## src/rtl/cpu_multicycle_sequencer.sv

```systemverilog
// rtl/cpu_multicycle_sequencer.sv - LEGv8 multi-cycle control sequencer
module cpu_multicycle_sequencer #(
  parameter int COUNT_W     = 16,
  parameter int MEM_TIMEOUT = 64
) (
  input  logic               clk,
  input  logic               rst_n,
  input  logic               run,
  input  logic [10:0]        inst31_21,
  input  logic               alu_zero,
  input  logic               mem_ready,
  output logic               mem_req,
  output logic               mem_we,
  output logic               mem_sel,
  output logic               ir_load,
  output logic               pc_write,
  output logic               pc_src,
  output logic               reg2loc,
  output logic               mem_to_reg,
  output logic [1:0]         alu_op,
  output logic [1:0]         alu_src,
  output logic               reg_write,
  output logic               halted,
  output logic [1:0]         fault,
  output logic [2:0]         state,
  output logic [COUNT_W-1:0] instr_count
);

  localparam int WAIT_W = $clog2(MEM_TIMEOUT + 1);
  // Last wait count before the access is declared dead.
  localparam logic [WAIT_W-1:0] WAIT_LAST = WAIT_W'(MEM_TIMEOUT - 1);

  typedef enum logic [2:0] {
    S_IDLE   = 3'd0,
    S_FETCH  = 3'd1,
    S_DECODE = 3'd2,
    S_EXEC   = 3'd3,
    S_MEM    = 3'd4,
    S_WB     = 3'd5,
    S_HALT   = 3'd6,
    S_FAULT  = 3'd7
  } state_t;

  // Instruction class; ADD/ADDI/SUB/AND/ORR share one class as they only
  // differ in the datapath mux settings.
  typedef enum logic [2:0] {
    K_NONE, K_LDUR, K_STUR, K_ALU, K_B, K_CBZ, K_CBNZ, K_HALT
  } kind_t;

  state_t            cur, nxt;
  kind_t             kind, dec_kind;
  logic [WAIT_W-1:0] wait_cnt;
  logic              retire, timeout, halt_entry;
  logic              dec_reg2loc, dec_mem_to_reg;
  logic [1:0]        dec_alu_op, dec_alu_src;

  // Opcode decode of the IR field, with the table's don't-care bits.
  always_comb begin
    dec_kind       = K_NONE;
    dec_reg2loc    = 1'b0;
    dec_mem_to_reg = 1'b0;
    dec_alu_op     = 2'b00;
    dec_alu_src    = 2'b00;
    casez (inst31_21)
      11'b11111000010: begin
        dec_kind       = K_LDUR;
        dec_mem_to_reg = 1'b1;
        dec_alu_src    = 2'b01;
      end
      11'b11111000000: begin
        dec_kind    = K_STUR;
        dec_reg2loc = 1'b1;
        dec_alu_src = 2'b01;
      end
      11'b10001011000, 11'b11001011000, 11'b10001010000, 11'b10101010000: begin
        dec_kind   = K_ALU;
        dec_alu_op = 2'b10;
      end
      11'b1001000100?: begin
        dec_kind    = K_ALU;
        dec_alu_op  = 2'b10;
        dec_alu_src = 2'b10;
      end
      11'b10110100???: begin
        dec_kind    = K_CBZ;
        dec_reg2loc = 1'b1;
        dec_alu_op  = 2'b01;
      end
      11'b10110101???: begin
        dec_kind    = K_CBNZ;
        dec_reg2loc = 1'b1;
        dec_alu_op  = 2'b01;
      end
      11'b000101?????: dec_kind = K_B;
      11'b11111111111: dec_kind = K_HALT;
      default:         dec_kind = K_NONE;
    endcase
  end

  // Next-state logic and state-decoded strobes; FETCH qualifies on mem_ready.
  always_comb begin
    nxt       = cur;
    mem_req   = 1'b0;
    mem_we    = 1'b0;
    mem_sel   = 1'b0;
    ir_load   = 1'b0;
    pc_write  = 1'b0;
    pc_src    = 1'b0;
    reg_write = 1'b0;
    retire    = 1'b0;
    timeout   = 1'b0;
    case (cur)
      S_IDLE: begin
        if (run) nxt = S_FETCH;
      end
      S_FETCH: begin
        mem_req = 1'b1;
        if (mem_ready) begin
          ir_load  = 1'b1;
          pc_write = 1'b1;
          nxt      = S_DECODE;
        end else if (wait_cnt == WAIT_LAST) begin
          timeout = 1'b1;
          nxt     = S_FAULT;
        end
      end
      S_DECODE: begin
        case (dec_kind)
          K_HALT:  nxt = S_HALT;
          K_NONE:  nxt = S_FAULT;
          default: nxt = S_EXEC;
        endcase
      end
      S_EXEC: begin
        case (kind)
          K_B: begin
            pc_write = 1'b1;
            pc_src   = 1'b1;
            retire   = 1'b1;
          end
          K_CBZ: begin
            pc_write = 1'b1;
            pc_src   = alu_zero;
            retire   = 1'b1;
          end
          K_CBNZ: begin
            pc_write = 1'b1;
            pc_src   = ~alu_zero;
            retire   = 1'b1;
          end
          K_LDUR, K_STUR: nxt = S_MEM;
          default:        nxt = S_WB;
        endcase
      end
      S_MEM: begin
        mem_req = 1'b1;
        mem_sel = 1'b1;
        mem_we  = (kind == K_STUR);
        if (mem_ready) begin
          if (kind == K_STUR) retire = 1'b1;
          else                nxt    = S_WB;
        end else if (wait_cnt == WAIT_LAST) begin
          timeout = 1'b1;
          nxt     = S_FAULT;
        end
      end
      S_WB: begin
        reg_write = 1'b1;
        retire    = 1'b1;
      end
      default: nxt = cur;
    endcase
    if (retire) nxt = run ? S_FETCH : S_IDLE;
  end

  assign halt_entry = (cur == S_DECODE) && (dec_kind == K_HALT);
  assign state      = cur;

  // State register.
  always_ff @(posedge clk) begin
    if (!rst_n) cur <= S_IDLE;
    else        cur <= nxt;
  end

  // Wait counter, latched decode results, status flags and retire counter.
  always_ff @(posedge clk) begin
    if (!rst_n) begin
      wait_cnt    <= '0;
      kind        <= K_NONE;
      reg2loc     <= 1'b0;
      mem_to_reg  <= 1'b0;
      alu_op      <= 2'b00;
      alu_src     <= 2'b00;
      halted      <= 1'b0;
      fault       <= 2'b00;
      instr_count <= '0;
    end else begin
      if (nxt != cur)                 wait_cnt <= '0;
      else if (mem_req && !mem_ready) wait_cnt <= wait_cnt + 1'b1;
      if (cur == S_DECODE) begin
        kind       <= dec_kind;
        reg2loc    <= dec_reg2loc;
        mem_to_reg <= dec_mem_to_reg;
        alu_op     <= dec_alu_op;
        alu_src    <= dec_alu_src;
      end
      if (halt_entry) halted <= 1'b1;
      if (cur == S_DECODE && dec_kind == K_NONE) fault <= 2'b01;
      if (timeout) fault <= 2'b10;
      if ((retire || halt_entry) && instr_count != '1)
        instr_count <= instr_count + 1'b1;
    end
  end

endmodule

```

## config.mk

```make
export PLATFORM = sky130hd
export DESIGN_NAME = cpu_multicycle_sequencer
export DESIGN_NICKNAME = d
export VERILOG_FILES = /design/src/rtl/cpu_multicycle_sequencer.sv
export SDC_FILE = /design/constraint.sdc
export NUM_CORES = 1
export LEC_CHECK = 0
export CAP_MARGIN = 10
export CORE_ASPECT_RATIO = 0.7
export CORE_MARGIN = 4
export CORE_UTILIZATION = 45
export CTS_CLUSTER_SIZE = 12
export DETAILED_ROUTE_END_ITERATION = 16
export PLACE_DENSITY = 0.71
export SKIP_CTS_REPAIR_TIMING = 1
export SLEW_MARGIN = 5
export SYNTH_ARGS = -nofsm -noshare
export SYNTH_HDL_FRONTEND = slang
export SYNTH_SLANG_ARGS = --single-unit
```

## constraint.sdc

```tcl
create_clock -name clk -period 2.65 [get_ports clk]
set_input_delay 0.53 -clock clk [delete_from_list [all_inputs] [get_ports clk]]
set_output_delay 0.53 -clock clk [all_outputs]
set_load 0.01 [all_outputs]
```

=== After elaboration in Yosys (flattened, before gate mapping) ===
Index checks and enable logic that the tools add are counted.

* Bits in registers: 38
* Output and inout port bits: 35
* Logic and storage cells: 91

* Add/subtract/negate cells: 2
* Equality and inequality tests: 25
* Multiplexer cells: 33
* Bitwise operators: 2
* Reduce and logical (&&, ||, !) cells: 18

{| class="wikitable"
|+ Operator list
! operator !! count
|-
| $eq 11x11->1 const B || 7
|-
| $pmux 3 s7 || 1
|-
| $eq 3x3->1 const B || 6
|-
| $mux 3 || 6
|-
| $add 16x1->16 const B || 1
|-
| $eq 8x8->1 const B || 2
|-
| $mux 1 || 16
|-
| $ne 16x16->1 const B || 1
|-
| $pmux 3 s5 || 1
|-
| $pmux 3 s2 || 2
|-
| $reduce_or 2->1 || 6
|-
| $eq 10x10->1 const B || 1
|-
| $eq 3x2->1 const B || 3
|-
| $pmux 2 s2 || 2
|-
| $add 7x1->7 const B || 1
|-
| $eq 7x6->1 const B || 1
|-
| $eq 3x1->1 const B || 2
|-
| $eq 6x3->1 const B || 1
|-
| $logic_not 3->1 || 2
|-
| $pmux 1 s3 || 2
|-
| $reduce_or 3->1 || 2
|-
| $reduce_or 5->1 || 1
|-
| $logic_and 1x1->1 || 4
|-
| $mux 2 || 2
|-
| 6 further kinds || 7
|}

=== Logic depth before layout (Yosys ltp) ===
* Word-level depth: 9
* Mapped depth: 9
* Gate-level depth less buffers: 7

=== Least setup slack after synthesis ===
OpenSTA, ideal clock, no wires.

* Kind: in2reg
* Start: input port inst31_21[1]
* End: register wait_cnt[0]
* Library setup time: 79 ps
* Arrival: 2031 ps
* Data required time: 2571 ps
* Path slack: 540 ps
* Stages on the path: 6
* Buffers on the path: 0
* Cell sequence: or4b_1 -> nor3b_1 -> a211oi_1 -> nand2_1 -> a41oi_2 -> nor3_1

* Longest elaborated chain between the ends: 9
* Elaborated cells between the ends (all ways): 17

{| class="wikitable"
|+ Ends and longest elaborated chain
! what !! RTL line !! text
|-
| start: declaration || 9 || <nowiki>input logic [10:0] inst31_21,</nowiki>
|-
| $eq 11x11->1 or $eq 10x10->1 (tied branches) || 64 || <nowiki>casez (inst31_21)</nowiki>
|-
| $reduce_or 5->1 (no line) || -- ||
|-
| $pmux 3 s7 * || 64 ||
|-
| $eq 3x3->1 or $logic_not 3->1 (tied branches) || 128 || <nowiki>case (dec_kind)</nowiki>
|-
| $pmux 3 s2 * || 128 ||
|-
| $pmux 3 s5 * || 112 || <nowiki>case (cur)</nowiki>
|-
| $mux 3 * || 173 || <nowiki>if (retire) nxt = run ? S_FETCH : S_IDLE;</nowiki>
|-
| $ne 3x3->1 * || 198 || <nowiki>if (nxt != cur) wait_cnt <= '0;</nowiki>
|-
| $reduce_or 2->1 (no line) * || -- ||
|-
| end signal: assignment || 199 || <nowiki>else if (mem_req && !mem_ready) wait_cnt <= wait_cnt + 1'b1;</nowiki>
|-
| end: declaration || 52 || <nowiki>logic [WAIT_W-1:0] wait_cnt;</nowiki>
|}

Every way passes the cells marked *; elsewhere a longest branch is shown, timed or not.
A chain may end at the register's enable or synchronous reset.

=== Worst setup path in the final report ===
* Start: input port mem_ready
* End: output port pc_write

* Longest elaborated chain between the ends: 2

{| class="wikitable"
|+ Ends and longest elaborated chain
! what !! RTL line !! text
|-
| start: declaration || 11 || <nowiki>input logic mem_ready,</nowiki>
|-
| $mux 1 || 118 || <nowiki>if (mem_ready) begin</nowiki>
|-
| $pmux 1 s2 || 112 ||
|-
| end: declaration || 16 || <nowiki>output logic pc_write,</nowiki>
|}

No other way between the ends.

==> flow_summary.html <==
<table>
<tr><th>Metric</th><th>Value</th></tr>
<tr><th colspan="2">Hold path</th></tr>
<tr><td>Worst Hold End</td><td>alu_src[1]</td></tr>
<tr><td>HP Start</td><td>alu_src[1]</td></tr>
<tr><td>Classification of the worst-slack hold path</td><td>reg -&gt; reg</td></tr>
<tr><td>Count of cells along the worst hold path</td><td>2</td></tr>
<tr><th colspan="2">GRT</th></tr>
<tr><td>Grt ovf</td><td>0</td></tr>
<tr><td>Initial antenna violation count</td><td>0</td></tr>
<tr><td>GRT Util Overall</td><td>0.198</td></tr>
<tr><td>Number of global-route vias before repair</td><td>1969</td></tr>
<tr><td>Global-route wire length before repair</td><td>9460 µm</td></tr>
<tr><td>Maximum number of pins on one net before global-route repair</td><td>18</td></tr>
<tr><th colspan="2">Timing</th></tr>
<tr><td>Period utilisation layout</td><td>0.956</td></tr>
<tr><td>RSZ-0062 raised after global routing</td><td>no</td></tr>
<tr><td>Number of endpoints with negative hold slack in the final report</td><td>0</td></tr>
<tr><td>Maximum clock skew at final layout</td><td>0.00373 ns</td></tr>
<tr><td>Final count of pins violating max slew</td><td>0</td></tr>
<tr><td>Transition time of the tightest slew-check pin</td><td>0.474 ns</td></tr>
<tr><td>Final min period</td><td>2.53 ns</td></tr>
<tr><td>Top achievable clock speed</td><td>395 MHz</td></tr>
<tr><td>Hold Slack</td><td>0.462 ns</td></tr>
<tr><td>Remaining max-slew budget at the tightest pin</td><td>0.683</td></tr>
<tr><td>Final Setup Violations</td><td>0</td></tr>
<tr><th colspan="2">Floorplanning</th></tr>
<tr><td>Horizontal die dimension</td><td>91.2 µm</td></tr>
<tr><td>Height of the die</td><td>66.2 µm</td></tr>
<tr><td>Number of primary I/O pins</td><td>51</td></tr>
<tr><td>Number of rows in the core area</td><td>20</td></tr>
<tr><td>Starting density of the core</td><td>0.484</td></tr>
<tr><td>Area inside the core boundary</td><td>0.00450 mm²</td></tr>
<tr><td>Full die area</td><td>0.00604 mm²</td></tr>
<tr><th colspan="2">CTS</th></tr>
<tr><td>Clock-pin slew reported for the worst setup and hold paths after clock tree synthesis</td><td>0.07 ns</td></tr>
<tr><td>Clock network latency to the later pin of the worst-skew pair</td><td>0.29 ns</td></tr>
<tr><td>Sinks on Clock Net</td><td>38</td></tr>
<tr><td>Maximum level of the CTS H-tree</td><td>2</td></tr>
<tr><td>Worst-case clock buffer depth</td><td>2</td></tr>
<tr><td>TritonCTS clock tree</td><td>yes</td></tr>
<tr><td>Cell at the root of the clock tree</td><td>sky130_fd_sc_hd__clkbuf_8</td></tr>
<tr><td>Total CTS buffers</td><td>5</td></tr>
<tr><th colspan="2">Critical path</th></tr>
<tr><td>Max Fanout on Critical Path</td><td>5</td></tr>
<tr><td>Arrival time of data at the critical path endpoint</td><td>2.00 ns</td></tr>
<tr><td>Data required time of the critical path</td><td>2.12 ns</td></tr>
<tr><td>Slowest-stage cell, CP</td><td>sky130_fd_sc_hd__clkdlybuf4s50_1</td></tr>
<tr><td>Worst setup path category</td><td>in -&gt; out</td></tr>
<tr><td>Startpoint Class</td><td>input pin</td></tr>
<tr><td>Peak per-stage delay on the critical path</td><td>0.57 ns</td></tr>
<tr><td>CP most frequent cell</td><td>sky130_fd_sc_hd__clkdlybuf4s50_1</td></tr>
<tr><td>Launch point of the worst reg-to-reg path</td><td>state[1]</td></tr>
<tr><td>Cells on worst reg2reg path</td><td>6</td></tr>
<tr><td>Cell-by-cell trace of the critical path</td><td>clkdlybuf4s50_1, buf_4, nand3b_1, nand2_1, clkdlybuf4s50_1</td></tr>
<tr><td>Endpoint of the lowest-slack register-to-register path</td><td>instr_count[8]</td></tr>
<tr><td>Critical Path End Type</td><td>output pin</td></tr>
<tr><td>Reg2Reg Setup Slack</td><td>0.40 ns</td></tr>
<tr><th colspan="2">Synth</th></tr>
<tr><td>Main area contributors after synthesis</td><td>sky130_fd_sc_hd__dfxtp_1 (35%), sky130_fd_sc_hd__nor2_1 (5.3%), sky130_fd_sc_hd__xor2_1 (5.2%)</td></tr>
<tr><td>Cell taking the most area after synthesis</td><td>sky130_fd_sc_hd__dfxtp_1</td></tr>
<tr><td>Net count of the mapped netlist</td><td>284</td></tr>
<tr><td>Top post-synthesis cells by count</td><td>sky130_fd_sc_hd__dfxtp_1 (38), sky130_fd_sc_hd__nor2_1 (31), sky130_fd_sc_hd__nand2_1 (25)</td></tr>
<tr><td>Synth Warn #</td><td>0</td></tr>
<tr><td>Synthesized instance count</td><td>266</td></tr>
<tr><td>FFs w/ async S/R, synth</td><td>0</td></tr>
<tr><td>Average size of a mapped cell</td><td>8.19 µm²</td></tr>
<tr><td>Count leader, synth</td><td>sky130_fd_sc_hd__dfxtp_1</td></tr>
<tr><td>Synth Flop Type</td><td>sky130_fd_sc_hd__dfxtp_1</td></tr>
<tr><td>Register bit total from synthesis</td><td>38</td></tr>
<tr><td>Number of distinct library cells after synthesis</td><td>51</td></tr>
<tr><td>Area share of the largest cell type after synthesis</td><td>0.349</td></tr>
<tr><td>Number of enable-type register cells in the synthesized netlist</td><td>0</td></tr>
<tr><td>Sequential fraction of the synthesis area</td><td>0.349</td></tr>
<tr><td>Synthesized area</td><td>0.00218 mm²</td></tr>
<tr><th colspan="2">Route</th></tr>
<tr><td>Mean number of vias per cell</td><td>5.66</td></tr>
<tr><td>Initial detailed-routing violation count</td><td>142</td></tr>
<tr><td>Via count</td><td>2232</td></tr>
<tr><td>Residual DRC count</td><td>0</td></tr>
<tr><td>Drt first pass iters</td><td>5</td></tr>
<tr><td>Total wire length</td><td>5850 µm</td></tr>
<tr><td>Final antenna-violating net count</td><td>0</td></tr>
<tr><td>Routed wirelength normalized by instance count</td><td>14.8 µm</td></tr>
<tr><th colspan="2">Final layout</th></tr>
<tr><td>Number of flip-flops in the largest register</td><td>16</td></tr>
<tr><td>Antenna cell count</td><td>0</td></tr>
<tr><td>Share of cells above drive strength 1</td><td>0.133</td></tr>
<tr><td>Fill cells</td><td>368</td></tr>
<tr><td>Largest register by flop count</td><td>instr_count</td></tr>
<tr><td>Finished layout cell area</td><td>0.00300 mm²</td></tr>
<tr><td>Number of nets in the layout</td><td>356</td></tr>
<tr><td>Layout Area Growth over Synthesis</td><td>37.4%</td></tr>
<tr><td>Largest regs</td><td>instr_count x16, wait_cnt x7</td></tr>
<tr><th colspan="2">Power</th></tr>
<tr><td>Max VDD drop</td><td>0.335 mV</td></tr>
<tr><td>Sw frac</td><td>0.338</td></tr>
<tr><td>Net switching power</td><td>0.630 mW</td></tr>
<tr><td>Leakage power</td><td>1.05 nW</td></tr>
<tr><td>Post-route total power</td><td>1.86 mW</td></tr>
<tr><td>Total power per unit cell area</td><td>622 mW/mm²</td></tr>
<tr><td>Sequential group share of total power</td><td>0.375</td></tr>
<tr><td>Part of the total power dissipated in combinational logic</td><td>0.365</td></tr>
<tr><td>Clock share of power</td><td>0.260</td></tr>
<tr><td>Cell internal power dissipation</td><td>1.23 mW</td></tr>
<tr><th colspan="2">Placement</th></tr>
<tr><td>RePlAce Congestion</td><td>0.934</td></tr>
<tr><td>Detailed-placement wirelength estimate</td><td>4310 µm</td></tr>
<tr><td>DP Area</td><td>0.00289 mm²</td></tr>
<tr><td>Number of buffers added on ports</td><td>50</td></tr>
<tr><th colspan="2">Outcome</th></tr>
<tr><td>Outcome</td><td>finished, final reports clean</td></tr>
<tr><th colspan="2">Flow run</th></tr>
<tr><td>Number of maximum-capacitance constraint violations</td><td>0</td></tr>
</table>
area by class of cell:
type,instances,area (µm²),share of cell area
multi-input combinational,212,1350,0.451
sequential,38,762,0.254
timing repair buffer,74,681,0.227
clock buffer,7,76.3,0.0255
tap,55,68.8,0.0230
clock inverter,1,30.0,0.0100
inverter,7,26.3,0.00877
cell usage in the layout (no fill, tap or decap), types with 10 or more instances in the layout:
| master | netlist | layout |
|---|---|---|
| sky130_fd_sc_hd__a21oi_1 | 22 | 22 |
| sky130_fd_sc_hd__buf_4 | 1 | 24 |
| sky130_fd_sc_hd__clkdlybuf4s50_1 | 0 | 50 |
| sky130_fd_sc_hd__dfxtp_1 | 38 | 37 |
| sky130_fd_sc_hd__nand2_1 | 25 | 25 |
| sky130_fd_sc_hd__nand3_1 | 10 | 10 |
| sky130_fd_sc_hd__nand4_1 | 12 | 12 |
| sky130_fd_sc_hd__nor2_1 | 31 | 31 |
| sky130_fd_sc_hd__nor3_1 | 16 | 16 |
| sky130_fd_sc_hd__xor2_1 | 13 | 13 |
worst max-delay path by stage:
| stage | startpoint | endpoint | slack, ns | cells past startpoint |
|---|---|---|---|---|
| after floorplan | inst31_21[1] | wait_cnt[0] | 0.54 | 6 |
| after global placement | inst31_21[2] | wait_cnt[5] | 0.03 | 7 |
| after detailed placement | inst31_21[6] | wait_cnt[3] | -0.07 | 7 |
| after CTS | state[0] | pc_write | 0.05 | 4 |
| after global routing | inst31_21[6] | wait_cnt[3] | 0.02 | 7 |
| final | mem_ready | pc_write | 0.12 | 5 |
stage by stage:
step / TNS [ns] / instances / util / setup WS (ns)
after floorplan: 0 / 266 / - / 0.540
after CTS: 0 / 394 / 0.665 / 0.0520
after detailed placement: -0.375 / 386 / 0.641 / -0.0686
after global placement: 0 / 386 / 0.641 / 0.0277
after global routing: 0 / 394 / 0.665 / 0.0249
final: 0 / 394 / 0.665 / 0.118
per-layer routing:
metal  track usage  vias up  wire, µm
met5             0        -         0
met4        0.0620        0        58
met3        0.0603        6       501
met2         0.284       89      2400
met1         0.280     1027      2880
li1              -     1110         -
critical path, delay by kind of cell:
kind	cells	cell delay, ns
buf+inv	3	1.25
simple gates	2	0.22
logic make-up (layout without fill, tap and decap cells):
logic type               Yosys count  after routing  synth area share
flip-flops                        38             38             0.349
adder cells (fa/ha/maj)            2              2            0.0115
buffers and inverters             16             89            0.0310
AND/OR/NAND/NOR                  142            142             0.387
XOR/XNOR                          21             21            0.0844
multiplexers                       1              1           0.00459
AO/OA/AOI/OAI                     46             46             0.132
power by group through the flow:
stage	Combinational (mW)	Clock [mW]	Sequential, mW
3_3_place_gp	0.672	0	0.708
4_1_cts	0.679	0.494	0.694
2_1_floorplan	0.399	0	0.686
3_5_place_dp	0.670	0	0.707
6_report	0.681	0.485	0.698
5_1_grt	0.750	0.519	0.708
Note: power is estimated with default switching activity, not from simulation.
